===== config.mk =====
export PLATFORM = sky130hd
export DESIGN_NAME = mem_access_unit
export DESIGN_NICKNAME = d
export VERILOG_FILES = /design/src/rtl/mem_access_unit.sv
export SDC_FILE = /design/constraint.sdc
export NUM_CORES = 1
export LEC_CHECK = 0
export BUFFER_PORTS_ARGS = -buffer_cell sky130_fd_sc_hd__buf_2
export CAP_MARGIN = 0
export CORE_ASPECT_RATIO = 0.6
export CORE_UTILIZATION = 35
export DETAILED_ROUTE_END_ITERATION = 6
export SLEW_MARGIN = 10
export SYNTH_ARGS = -nofsm -noshare
export SYNTH_HDL_FRONTEND = slang
export SYNTH_SLANG_ARGS = --single-unit

===== constraint.sdc =====
create_clock -name clk -period 4.55 [get_ports clk]
set_clock_uncertainty 0.2 [all_clocks]
set_input_delay 0.91 -clock clk [delete_from_list [all_inputs] [get_ports clk]]
set_output_delay 0.91 -clock clk [all_outputs]
set_load 0.05 [all_outputs]

===== src/rtl/mem_access_unit.sv =====
// Data-memory access: drives the DMEM port from X (store alignment, byte enables)
// and extracts sign/zero-extended load results in M, holding the read word across stalls.
module mem_access_unit (
  input  logic        clk,
  input  logic        rst,
  input  logic [31:0] inst_X,
  input  logic [31:0] addr_X,
  input  logic [31:0] rs2_X,
  input  logic        data_fwd,
  input  logic        stall,
  input  logic        flush,
  input  logic [31:0] dmem_dout,
  output logic [31:0] dmem_addr,
  output logic [31:0] dmem_din,
  output logic [3:0]  dmem_we,
  output logic [31:0] inst_M,
  output logic [31:0] load_data_M,
  output logic        misalign
);

  localparam logic [6:0]  OP_LOAD  = 7'b0000011;
  localparam logic [6:0]  OP_STORE = 7'b0100011;
  localparam logic [31:0] INST_NOP = 32'h00000013;

  logic [2:0]  funct3_X;
  logic [1:0]  off_X;
  logic        is_load_X;
  logic        is_store_X;
  logic        misal_X;
  logic [31:0] store_src;
  logic [3:0]  we_raw;

  logic [2:0]  funct3_M;
  logic [1:0]  off_M;
  logic        is_load_M;
  logic        misal_M;
  logic        stall_q;
  logic [31:0] ld_hold;

  logic [31:0] rd;
  logic [31:0] rd_byte_sh;
  logic [31:0] rd_half_sh;
  logic [7:0]  byte_sel;
  logic [15:0] half_sel;

  assign funct3_X   = inst_X[14:12];
  assign off_X      = addr_X[1:0];
  assign is_load_X  = (inst_X[6:0] == OP_LOAD);
  assign is_store_X = (inst_X[6:0] == OP_STORE);
  assign dmem_addr  = {addr_X[31:2], 2'b00};

  always_comb begin
    misal_X = 1'b0;
    if (is_store_X) begin
      misal_X = ((funct3_X == 3'b001) && off_X[0]) ||
                ((funct3_X == 3'b010) && (off_X != 2'b00));
    end else if (is_load_X) begin
      misal_X = (((funct3_X == 3'b001) || (funct3_X == 3'b101)) && off_X[0]) ||
                ((funct3_X == 3'b010) && (off_X != 2'b00));
    end
  end

  // Forwarded store data comes from the load currently in M (same-cycle path).
  assign store_src = data_fwd ? load_data_M : rs2_X;

  always_comb begin
    dmem_din = store_src;
    we_raw   = 4'b0000;
    case (funct3_X)
      3'b000: begin
        dmem_din = {4{store_src[7:0]}};
        we_raw   = 4'b0001 << off_X;
      end
      3'b001: begin
        dmem_din = {2{store_src[15:0]}};
        we_raw   = off_X[1] ? 4'b1100 : 4'b0011;
      end
      3'b010:  we_raw = 4'b1111;
      default: we_raw = 4'b0000;
    endcase
    dmem_we = (is_store_X && !stall && !misal_X) ? we_raw : 4'b0000;
  end

  always_ff @(posedge clk or posedge rst) begin
    if (rst) begin
      inst_M    <= INST_NOP;
      funct3_M  <= 3'b000;
      off_M     <= 2'b00;
      is_load_M <= 1'b0;
      misal_M   <= 1'b0;
      stall_q   <= 1'b0;
      ld_hold   <= 32'h0;
      misalign  <= 1'b0;
    end else begin
      stall_q <= stall;
      // DMEM re-reads the stalled X address, so keep the word from the first M cycle.
      if (stall && !stall_q) ld_hold <= dmem_dout;
      if (!stall) begin
        if (misal_X) misalign <= 1'b1;
        funct3_M <= funct3_X;
        off_M    <= off_X;
        if (flush) begin
          inst_M    <= INST_NOP;
          is_load_M <= 1'b0;
          misal_M   <= 1'b0;
        end else begin
          inst_M    <= inst_X;
          is_load_M <= is_load_X;
          misal_M   <= misal_X;
        end
      end
    end
  end

  assign rd         = stall_q ? ld_hold : dmem_dout;
  assign rd_byte_sh = rd >> {off_M, 3'b000};
  assign rd_half_sh = rd >> {off_M[1], 4'b0000};
  assign byte_sel   = rd_byte_sh[7:0];
  assign half_sel   = rd_half_sh[15:0];

  always_comb begin
    load_data_M = 32'h0;
    if (is_load_M && !misal_M) begin
      case (funct3_M)
        3'b000:  load_data_M = {{24{byte_sel[7]}}, byte_sel};
        3'b100:  load_data_M = {24'h0, byte_sel};
        3'b001:  load_data_M = {{16{half_sel[15]}}, half_sel};
        3'b101:  load_data_M = {16'h0, half_sel};
        3'b010:  load_data_M = rd;
        default: load_data_M = 32'h0;
      endcase
    end
  end

endmodule


After elaboration in Yosys (flattened, before gate mapping):

Index checks and enable logic that the tools add are counted.

* register bits: 73
* input port bits: 133
* output and inout bits: 133
* logic and storage cells: 52

* equal/unequal tests: 9
* shift operators: 3
* multiplexer cells: 13
* bitwise operators: 1
* reductions and logical operators: 18

Operators with widths (number)
* $pmux W32 S5: 1
* $mux W32: 4
* $pmux W32 S2: 1
* $shr A32 B5 Y16: 1
* $shr A32 B5 Y8: 1
* $pmux W4 S3: 1
* $eq A3 B3 Y1 const B: 3
* $mux W4: 2
* $eq A7 B2 Y1 const B: 1
* $eq A7 B6 Y1 const B: 1
* $logic_and A1 B1 Y1: 7
* $eq A3 B1 Y1 const B: 2
* $eq A3 B2 Y1 const B: 2
* $logic_not A3 Y1: 2
* $logic_not A1 Y1: 4
* $mux W1: 4
* $shl A1 B2 Y4 const A: 1
* $logic_or A1 B1 Y1: 3
* $reduce_and A2 Y1: 1
* $reduce_bool A2 Y1: 1
* $not A1 Y1: 1

Longest topological paths before layout:

Gate-level depths: netlist (run 1).

* depth in word-level cells: 9
* depth in mapped cells: 8
* mapped depth without buffers: 5

Worst setup path before layout (run 1):

Ideal clock, no wire load.

* path kind: in2out
* start point: in data_fwd
* end point: out dmem_din[31]
* arrival time: 4.086 ns
* data required time: 3.440 ns
* path slack: -0.646 ns
* cell stages on the path: 6
* buffers on the path: 1
* cell sequence: clkbuf_1 and3b_1 a21oi_1 a211oi_1 nor2_1 a311oi_1

* cells in the longest elaborated chain, start to end: 2

RTL lines
* start, declared: line 9 `input logic data_fwd,`
* $mux W32: line 64 `assign store_src = data_fwd ? load_data_M : rs2_X;`
* $pmux W32 S2: line 69 `case (funct3_X)`
* end, declared: line 14 `output logic [31:0] dmem_din,`

No other way between the ends.

Worst setup path after layout (run 1):

* start point: reg off_M[1]
* end point: out dmem_din[25]

* cells in the longest elaborated chain, start to end: 5
* elaborated cells between the ends (all ways): 6
* those cells by class: 2 x shift; 4 x mux

RTL lines
* start, declared: line 34 `logic [1:0] off_M;`
* start signal, assigned: line 88 `off_M <= 2'b00;`
* start signal, assigned: line 101 `off_M <= off_X;`
* $shr A32 B5 Y16 or $shr A32 B5 Y8 (tied branches): line 117, 116
* $pmux W32 S5 (*): line 124 `case (funct3_M)`
* $mux W32 (*): line 123 `if (is_load_M && !misal_M) begin`
* $mux W32 (*): line 64
* $pmux W32 S2 (*): line 69

Every way passes the cells marked *; elsewhere a longest branch is shown, timed or not.

==> results.ini, run 1 <==
[floorplanning]
dieWidth_microns=163.0
start_util_pct=36.68
rows=34
die_y_microns=98.62
core-area_sq_um=14850
die_area_sq_um=16080
num_io_pins=266

[timing]
tightestPinTransition_ns=1.049
fmax_mhz=239.2
relSlewSlack_pct=29.93
tns_ns=0
period_needed_ns=4.181
rsz0062_at_grt=no
hold_slack_ns=0.2725
hold_viol=0
maxSlewViolCount=0
min_period_over_period_pct=91.89
final-setup-viol-count=0

[detailed_routing]
drt_iter0_drc=447
ant_nets=0
dr.pass1.iters=5
wl_per_cell_microns=20.80
drcViolationCount=0
wirelength_mm=19.53
vias=5263
via_per_inst=5.605

[grt]
grt_pass1_wl_mm=29.24
antenna_found_initial=3
grt_max_degree=54
first_global_vias=5159
grt_usage_pct=24.08
globalRouteOverflowTotal=0

[worst_setup_path]
worstSetupEndpoint=dmem_din[25]
critPathMaxStageDelay_ns=0.67
r2r_start=stall_q
endpoint_kind=output pin
crit_family=multiplexers
cp_slowest_cell=mux4_1
setup.worst_path.start=off_M[1]
critical_path_arrival_ns=3.07
critical_path_cell_count=7
reg2reg_depth=3
rrSetupSlack_ns=2.68
path_cells=buf_4 -> mux4_1 -> mux2i_2 -> nor2_1 -> a21oi_1 -> o221ai_1 -> buf_2
crit_buf_inv=2
cp_data_required_time_ns=3.44
worst-setup-path-type=reg -> out
startpoint_type=register
crit_fanout=15
reg2reg_to=ld_hold[29]

[logic_synthesis]
yosys.cell_count.top_type=dfrtp_1
synth_ff_type=dfrtp_1
yosysWarnings=0
syn_area_sq_um=5445
postSynthCellCount=580
synth_top_area_share_pct=32.17
syn_avg_cell_area_sq_um=9.388
synthDistinctLibCells=62
synthTopCellsByCount=dfrtp_1 (70), nor2_1 (53), mux2_2 (52), nand2_1 (52), a21oi_1 (41)
synth_edf_count=0
ys_top_cells_by_area=dfrtp_1 (32%), mux2_2 (11%), mux2i_1 (5.1%), buf_4 (4.7%), a22o_1 (4.0%)
ys_ff_latch=73
ys_async_sr_fraction_pct=100.0
synth_top_area_cell=dfrtp_1
ys_seq_area_share_pct=33.62

[placement]
numPortBuffers=203
dp_hpwl_mm=15.23
gp_congestion=0.9769

[power_and_ir_drop]
seq_power_share_pct=34.1
switching_power_mw=0.8033
p_comb_share_pct=31.9
swShare_pct=35.29
power_leakage_nw=3.227
power.share.clock_pct=34.0
power_density_nw_per_um2=338.3
ir_drop_mv=0.1728
p_int_mw=1.473

[flow_run]
cap_violations=0

[clock_tree]
cts_sinks=73
cts_buffers=9
cts_tree=built
cts_resized=0
clk_path_buf_depth=2
hold_buffers=0
clk_pin_slew_ns=0.06
cts_root_buf=clkbuf_16
h-tree-depth=3
clock_latency_ns=0.33
postCtsSetupBuffers=0

[run_status]
status=complete, no violations

[min_path]
hp-class=reg -> reg

[finish]
final_layout_size_suffix_gt1_share_pct=43.36
area_growth_pct=23.58
fin_nets=866
final_core_util_pct=45.32

[placed cells by master, fill, tap and decap left out, drive strengths merged, types with 3 or more instances in the layout]
cell type / Yosys / final
a22oi: 17 / 17
clkbuf: 24 / 11
buf: 54 / 219
o221ai: 5 / 5
a21oi: 42 / 42
a221oi: 4 / 4
nand2b: 9 / 9
mux2i: 29 / 29
o2111ai: 4 / 4
nor2: 55 / 55
or2: 5 / 5
inv: 13 / 13
nand2: 52 / 52
o221a: 4 / 4
mux4: 10 / 10
o31ai: 3 / 3
dfstp: 3 / 3
nor3b: 3 / 3
a21o: 3 / 3
o32a: 4 / 4
clkinv: 0 / 3
a2bb2oi: 4 / 4
mux2: 58 / 58
diode: 0 / 3
and3: 4 / 4
o21a: 3 / 3
o211ai: 4 / 4
a22o: 25 / 25
o21ai: 28 / 28
dfrtp: 70 / 70
nor2b: 14 / 14
nand3: 5 / 5
[flip-flops by register name (all words and copies together) (netlist names)]
register,flops
inst_M,32
ld_hold,32
funct3_M,3
off_M,2
is_load_M,1
misal_M,1
misalign,1
stall_q,1
[power by group through the flow]
stage	Sequential (mW)	Clock [mW]	Combinational [mW]
2_1_floorplan	0.847	0	0.505
3_3_place_gp	0.781	0	0.705
3_5_place_dp	0.787	0	0.715
4_1_cts	0.775	0.791	0.718
5_1_grt	0.787	0.818	0.767
6_report	0.776	0.775	0.725
[metal layers]
metal	vias up	GRT usage (%)	routed length [microns]
met4	2	7.045	253
met2	285	33.91	8323
met3	29	8.460	1997
met1	2543	34.08	8888
li1	2404	-	-
met5	-	3.030	64
[metrics by stage]
stage | area [sq um] | std cells | setup WS, ns | power (mW)
final | 6729 | 939 | 0.3690 | 2.276
after global routing | 6726 | 938 | 0.2083 | 2.373
after floorplan | 5460 | 581 | 0.3230 | 1.352
after CTS | 6721 | 936 | 0.4136 | 2.284
after global placement | 6400 | 920 | 0.6180 | 1.487
after detailed placement | 6400 | 920 | 0.5753 | 1.502
[worst reg2reg max path, delay by kind of cell, from the launching register on]
kind | cells | cell delay (ns)
buffers and inverters | 1 | 0.39
AND/OR/NAND/NOR | 1 | 0.17
multiplexers | 1 | 0.41
flip-flops | 1 | 0.59
[layout make-up]
cell class | count | area, sq um
diodes | 3 | 7.507
multi-input cells | 417 | 3136
fillers | 1478 | 8118
repair buffers | 219 | 1136
clock inverters | 5 | 78.83
flip-flops and latches | 73 | 1832
well taps | 198 | 247.7
clock buffers | 11 | 242.7
inverters | 13 | 48.80
[cells by family (layout without fill, tap and decap cells)]
| group | count (synthesis) | after routing | synth area share, % |
|---|---|---|---|
| other | 1 | 5 | 0.06887 |
| buffers and inverters | 91 | 248 | 9.168 |
| AOI/OAI and AO/OA | 160 | 160 | 21.25 |
| DFF | 73 | 73 | 33.62 |
| muxes | 97 | 97 | 22.08 |
| and+or+nand+nor | 158 | 158 | 13.81 |
[worst min path at each step]
stage / startpoint / cells after the start / endpoint / slack, ns
floorplan: misal_M / 2 / misal_M / 0.26
global placement: misalign / 2 / misalign / 0.27
detailed placement: misalign / 2 / misalign / 0.27
CTS: misalign / 2 / misalign / 0.29
global route: inst_M[1] / 2 / inst_M[1] / 0.31
finish: misalign / 2 / misalign / 0.27
(Power assumes the default switching activity.)
==> run 2: changes to the inputs <==
Settings changed: BUFFER_PORTS_ARGS -buffer_cell sky130_fd_sc_hd__buf_2 to unset, DONT_BUFFER_PORTS set to 1, SKIP_LAST_GASP set to 1.
==> results.ini, run 2 (same netlist as run 1, synthesis figures left out) <==
[run_status]
status=complete, no violations

[power_and_ir_drop]
p_comb_share_pct=24.6  ; -7.3 points
switching_power_mw=0.7482  ; -6.9%
power_density_nw_per_um2=363.1  ; +7.3%
swShare_pct=33.39  ; -1.9 points
power_leakage_nw=2.633  ; -18%
p_int_mw=1.492  ; +1.3%
ir_drop_mv=0.1597  ; -7.5%
power.share.clock_pct=36.9  ; +2.9 points
seq_power_share_pct=38.6  ; +4.5 points

[floorplanning]
dieWidth_microns=163.0  ; unchanged
die_area_sq_um=16080  ; unchanged
die_y_microns=98.62  ; unchanged
core-area_sq_um=14850  ; unchanged
num_io_pins=266  ; unchanged
rows=34  ; unchanged
start_util_pct=36.68  ; unchanged

[worst_setup_path]
reg2reg_depth=3  ; unchanged
r2r_start=stall_q
reg2reg_to=ld_hold[14]
endpoint_kind=output pin
crit_fanout=18  ; +3
worst-setup-path-type=reg -> out
startpoint_type=register
cp_data_required_time_ns=3.44  ; about the same
critical_path_arrival_ns=3.09  ; +0.02 ns
rrSetupSlack_ns=2.44  ; -0.24 ns

[placement]
numPortBuffers=0  ; -100%
gp_congestion=0.9305  ; -4.7%
dp_hpwl_mm=14.39  ; -5.5%

[timing]
period_needed_ns=4.204  ; +0.02342 ns
tightestPinTransition_ns=1.056  ; +0.006356 ns
hold_viol=0  ; unchanged
rsz0062_at_grt=no
final-setup-viol-count=0  ; unchanged
tns_ns=0  ; unchanged
fmax_mhz=237.8  ; -0.56%
maxSlewViolCount=0  ; unchanged
min_period_over_period_pct=92.41  ; +0.51 points
relSlewSlack_pct=29.51  ; -0.42 points

[detailed_routing]
ant_nets=0  ; unchanged
dr.pass1.iters=5  ; unchanged
drcViolationCount=0  ; unchanged
vias=4692  ; -11%
wirelength_mm=18.62  ; -4.6%
drt_iter0_drc=581  ; +30%
wl_per_cell_microns=23.60  ; +13%
via_per_inst=5.947  ; +6.1%

[finish]
antenna_cells=0  ; -3
seqCellArea_sq_um=1832  ; unchanged
reg_top3=inst_M x32, ld_hold x32, funct3_M x3
layout_commonest_cell=buf_4
final_core_util_pct=41.56  ; -3.8 points
multiInputGateArea_sq_um=3136  ; unchanged
final_layout_size_suffix_gt1_share_pct=29.44  ; -14 points
fin_nets=719  ; -17%
area_growth_pct=13.33
nFillCells=1453  ; -1.7%
final_cell_mix=buf_4 (71), dfrtp_1 (69), nor2_1 (52), nand2_1 (52), mux2_2 (52)

[clock_tree]
h-tree-depth=3  ; unchanged
clock_latency_ns=0.32  ; about the same
postCtsSetupBuffers=0  ; unchanged
clk_pin_slew_ns=0.06  ; about the same
clk_path_buf_depth=2  ; unchanged
cts_resized=0  ; unchanged
cts_buffers=9  ; unchanged
cts_sinks=73  ; unchanged
cts_root_buf=clkbuf_16
hold_buffers=0  ; unchanged
cts_tree=built

[min_path]
hold_end=ld_hold[3]
hp-class=reg -> reg
worstHoldStart=ld_hold[3]
hold_depth=1  ; -1

[grt]
antenna_found_initial=0  ; -3
grt_pass1_wl_mm=27.64  ; -5.5%
grt_max_degree=55  ; +1.9%
first_global_vias=4616  ; -11%
grt_usage_pct=22.96  ; -1.1 points
globalRouteOverflowTotal=0  ; unchanged

[flow_run]
cap_violations=0  ; unchanged

[run 2: cell types whose count changed in the layout (fill, tap and decap cells not counted), sizes merged]
cell      before  now
clkbuf        11   10
bufinv         2    3
buf          219   72
diode          3    0
clkinvlp       0    1
clkinv         3    2
[run 2: worst max-delay path by stage]
stage | from | end | slack, ns | depth (start not counted)
after CTS | off_M[1] | dmem_din[25] | 0.36 | 7
after global placement | inst_X[6] | dmem_we[3] | 0.60 | 5
final | off_M[1] | dmem_din[25] | 0.35 | 7
after detailed placement | inst_X[6] | dmem_we[1] | 0.54 | 5
after floorplan | data_fwd | dmem_din[15] | 0.32 | 6
after global routing | off_M[1] | dmem_din[25] | 0.20 | 7
[run 2: cell type report]
cell class / instances / area share, %
Multi-Input combinational cell: 417 / 50.81
Clock buffer: 10 / 3.873
Sequential cell: 73 / 29.68
Inverter: 13 / 0.7908
Tap cell: 198 / 4.015
Clock inverter: 6 / 1.865
Timing Repair Buffer: 72 / 8.962
[run 2: worst max-delay path, cell delays in order (launching register included)]
cell and delay (ns):
dfrtp_1 0.47, buf_4 0.32, mux4_1 0.68, mux2i_2 0.29, nor2_1 0.26, a21oi_1 0.30
o221ai_1 0.20, buf_4 0.24
[run 2: power groups by stage]
stage / registers [mW] / logic [mW] / clock network (mW)
after global routing: 0.873 / 0.585 / 0.874
final: 0.864 / 0.550 / 0.826
after global placement: 0.868 / 0.534 / 0
after floorplan: 0.847 / 0.505 / 0
after detailed placement: 0.875 / 0.542 / 0
after CTS: 0.863 / 0.545 / 0.843
[run 2: through the flow]
step / hold slack, ns / cells / total power [mW] / instance area [sq um] / worst slack (ns)
after floorplan: 0.2572 / 581 / 1.352 / 5460 / 0.3230
after global placement: 0.2674 / 773 / 1.403 / 5817 / 0.6047
after detailed placement: 0.2748 / 773 / 1.417 / 5817 / 0.5401
after CTS: 0.2933 / 789 / 2.252 / 6171 / 0.3572
after global routing: 0.3106 / 789 / 2.332 / 6171 / 0.2005
final: 0.2899 / 789 / 2.241 / 6171 / 0.3455
[run 2: per-layer routing]
metal	up-vias	share of wire, %	wire length, microns	GRT usage, %
met1	2309	43	8073	30.95
li1	2108	-	-	-
met5	-	0	0	0
met4	0	1.8	333	6.830
met2	239	44	8131	33.68
met3	36	11	2082	9.133
==> run 3: changes to the inputs <==
Settings changed: PLACE_DENSITY set to 0.55, TNS_END_PERCENT set to 30.
==> results.ini, run 3 (same netlist as run 1, synthesis figures left out) <==
[floorplanning]
num_io_pins=266  ; unchanged
die_y_microns=98.62  ; unchanged
die_area_sq_um=16080  ; unchanged
start_util_pct=36.68  ; unchanged
dieWidth_microns=163.0  ; unchanged
core-area_sq_um=14850  ; unchanged
rows=34  ; unchanged

[worst_setup_path]
cp_slowest_cell=dfrtp_1
cp_data_required_time_ns=3.44  ; about the same
startpoint_type=register
crit_fanout=23  ; +5
r2r_start=stall_q
endpoint_kind=output pin
worst-setup-path-type=reg -> out
path_cells=buf_4 -> mux4_2 -> nand2_1 -> o221ai_1 -> a32oi_1 -> o221ai_1 -> buf_4
setup.worst_path.start=off_M[1]
critPathMaxStageDelay_ns=0.59  ; -0.09 ns
critical_path_arrival_ns=3.06  ; -0.03 ns

[detailed_routing]
drt_iter0_drc=442  ; -24%
drcViolationCount=0  ; unchanged
dr.pass1.iters=5  ; unchanged
vias=4665  ; -0.58%
via_per_inst=5.890  ; -0.95%
wl_per_cell_microns=23.74  ; +0.59%
wirelength_mm=18.80  ; +0.98%
ant_nets=0  ; unchanged

[grt]
first_global_vias=4568  ; -1.0%
grt_pass1_wl_mm=28.20  ; +2.0%
globalRouteOverflowTotal=0  ; unchanged
antenna_found_initial=0  ; unchanged
grt_max_degree=55  ; unchanged
grt_usage_pct=23.57  ; +0.61 points

[finish]
final_layout_size_suffix_gt1_share_pct=29.63  ; +0.19 points
reg_top3=inst_M x32, ld_hold x32, funct3_M x3
multiInputGateArea_sq_um=3136  ; unchanged
layout_commonest_cell=buf_4
final_cell_mix=buf_4 (71), dfrtp_1 (69), nor2_1 (52), nand2_1 (52), mux2_2 (52)
area_growth_pct=13.56
nFillCells=1462  ; +0.62%
seqCellArea_sq_um=1832  ; unchanged
instances_no_fill=792  ; +0.38%
antenna_cells=0  ; unchanged
fin_nets=722  ; +0.42%

[timing]
min_period_over_period_pct=91.59  ; -0.81 points
fmax_mhz=240.0  ; +0.89%
final-setup-viol-count=0  ; unchanged
hold_slack_ns=0.2850  ; -0.004970 ns
rsz0062_at_grt=no
period_needed_ns=4.168  ; -0.03694 ns
tns_ns=0  ; unchanged
tightestPinTransition_ns=0.8442  ; -0.2117 ns
maxSlewViolCount=0  ; unchanged
hold_viol=0  ; unchanged
relSlewSlack_pct=43.64  ; +14 points

[power_and_ir_drop]
power_leakage_nw=2.635  ; about the same
power_density_nw_per_um2=347.8  ; -4.2%
ir_drop_mv=0.1821  ; +14%
p_total_mw=2.151  ; -4.0%

[clock_tree]
h-tree-depth=3  ; unchanged
cts_root_buf=clkbuf_16
cts_buffers=9  ; unchanged
hold_buffers=0  ; unchanged
postCtsSetupBuffers=0  ; unchanged
clock_latency_ns=0.33  ; about the same
cts_tree=built
cts_resized=0  ; unchanged
cts_sinks=73  ; unchanged
clk_path_buf_depth=2  ; unchanged
clk_pin_slew_ns=0.06  ; about the same

[placement]
gp_congestion=0.9208  ; -1.0%
numPortBuffers=0  ; unchanged
placedCellCount=776  ; +0.39%
dp_hpwl_mm=14.49  ; +0.72%

[min_path]
hp-class=reg -> reg
worstHoldStart=ld_hold[3]

[flow_run]
cap_violations=0  ; unchanged

[run_status]
status=complete, no violations

-- run 3: area by class of cell --
cell class              instances  area share, %
clock buffers                  11          3.926
flip-flops and latches         73          29.62
inverters                      13         0.7892
clock inverters                 5          1.032
multi-input cells             417          50.71
well taps                     198          4.006
repair buffers                 75          9.915
-- run 3: final timing paths --
check	to	slack, ns	depth (start not counted)
max in group asynchronous	inst_M[1]	2.74	2
hold / removal	ld_hold[3]	0.28	1
setup reg to reg	ld_hold[25]	2.68	3
hold reg to reg	ld_hold[3]	0.28	1
setup / recovery	dmem_din[25]	0.38	7
min in group asynchronous	ld_hold[3]	0.42	1
-- run 3: report_power, final --
group          internal (mW)  switching [mW]  total (mW)  leakage, nW
Combinational          0.227           0.329       0.556         1.60
Clock                  0.444           0.289       0.733        0.146
Sequential             0.719           0.143       0.862        0.892
Total                   1.39           0.761        2.15         2.63
-- run 3: critical path, delay by kind of cell, from the launching register on --
| family | cells | cell delay, ns |
|---|---|---|
| multiplexers | 1 | 0.55 |
| AO/OA/AOI/OAI | 3 | 0.82 |
| AND/OR/NAND/NOR | 1 | 0.08 |
| buffers and inverters | 2 | 0.68 |
| flip-flops | 1 | 0.59 |
-- run 3: through the flow --
stage	area, sq um	worst slack (ns)	utilization (%)
5_1_grt	6183	0.2698	41.65
6_report	6183	0.3825	41.65
3_5_place_dp	5877	0.6125	39.58
3_3_place_gp	5877	0.5988	39.58
2_1_floorplan	5460	0.3230	-
4_1_cts	6183	0.4143	41.65
-- run 3: per-layer routing --
metal / global-route usage (%) / vias up / wire, microns
met5: 0 / - / 0
met4: 6.398 / 0 / 307
met3: 8.039 / 30 / 1838
met2: 32.18 / 224 / 7704
met1: 34.76 / 2300 / 8953
li1: - / 2111 / -
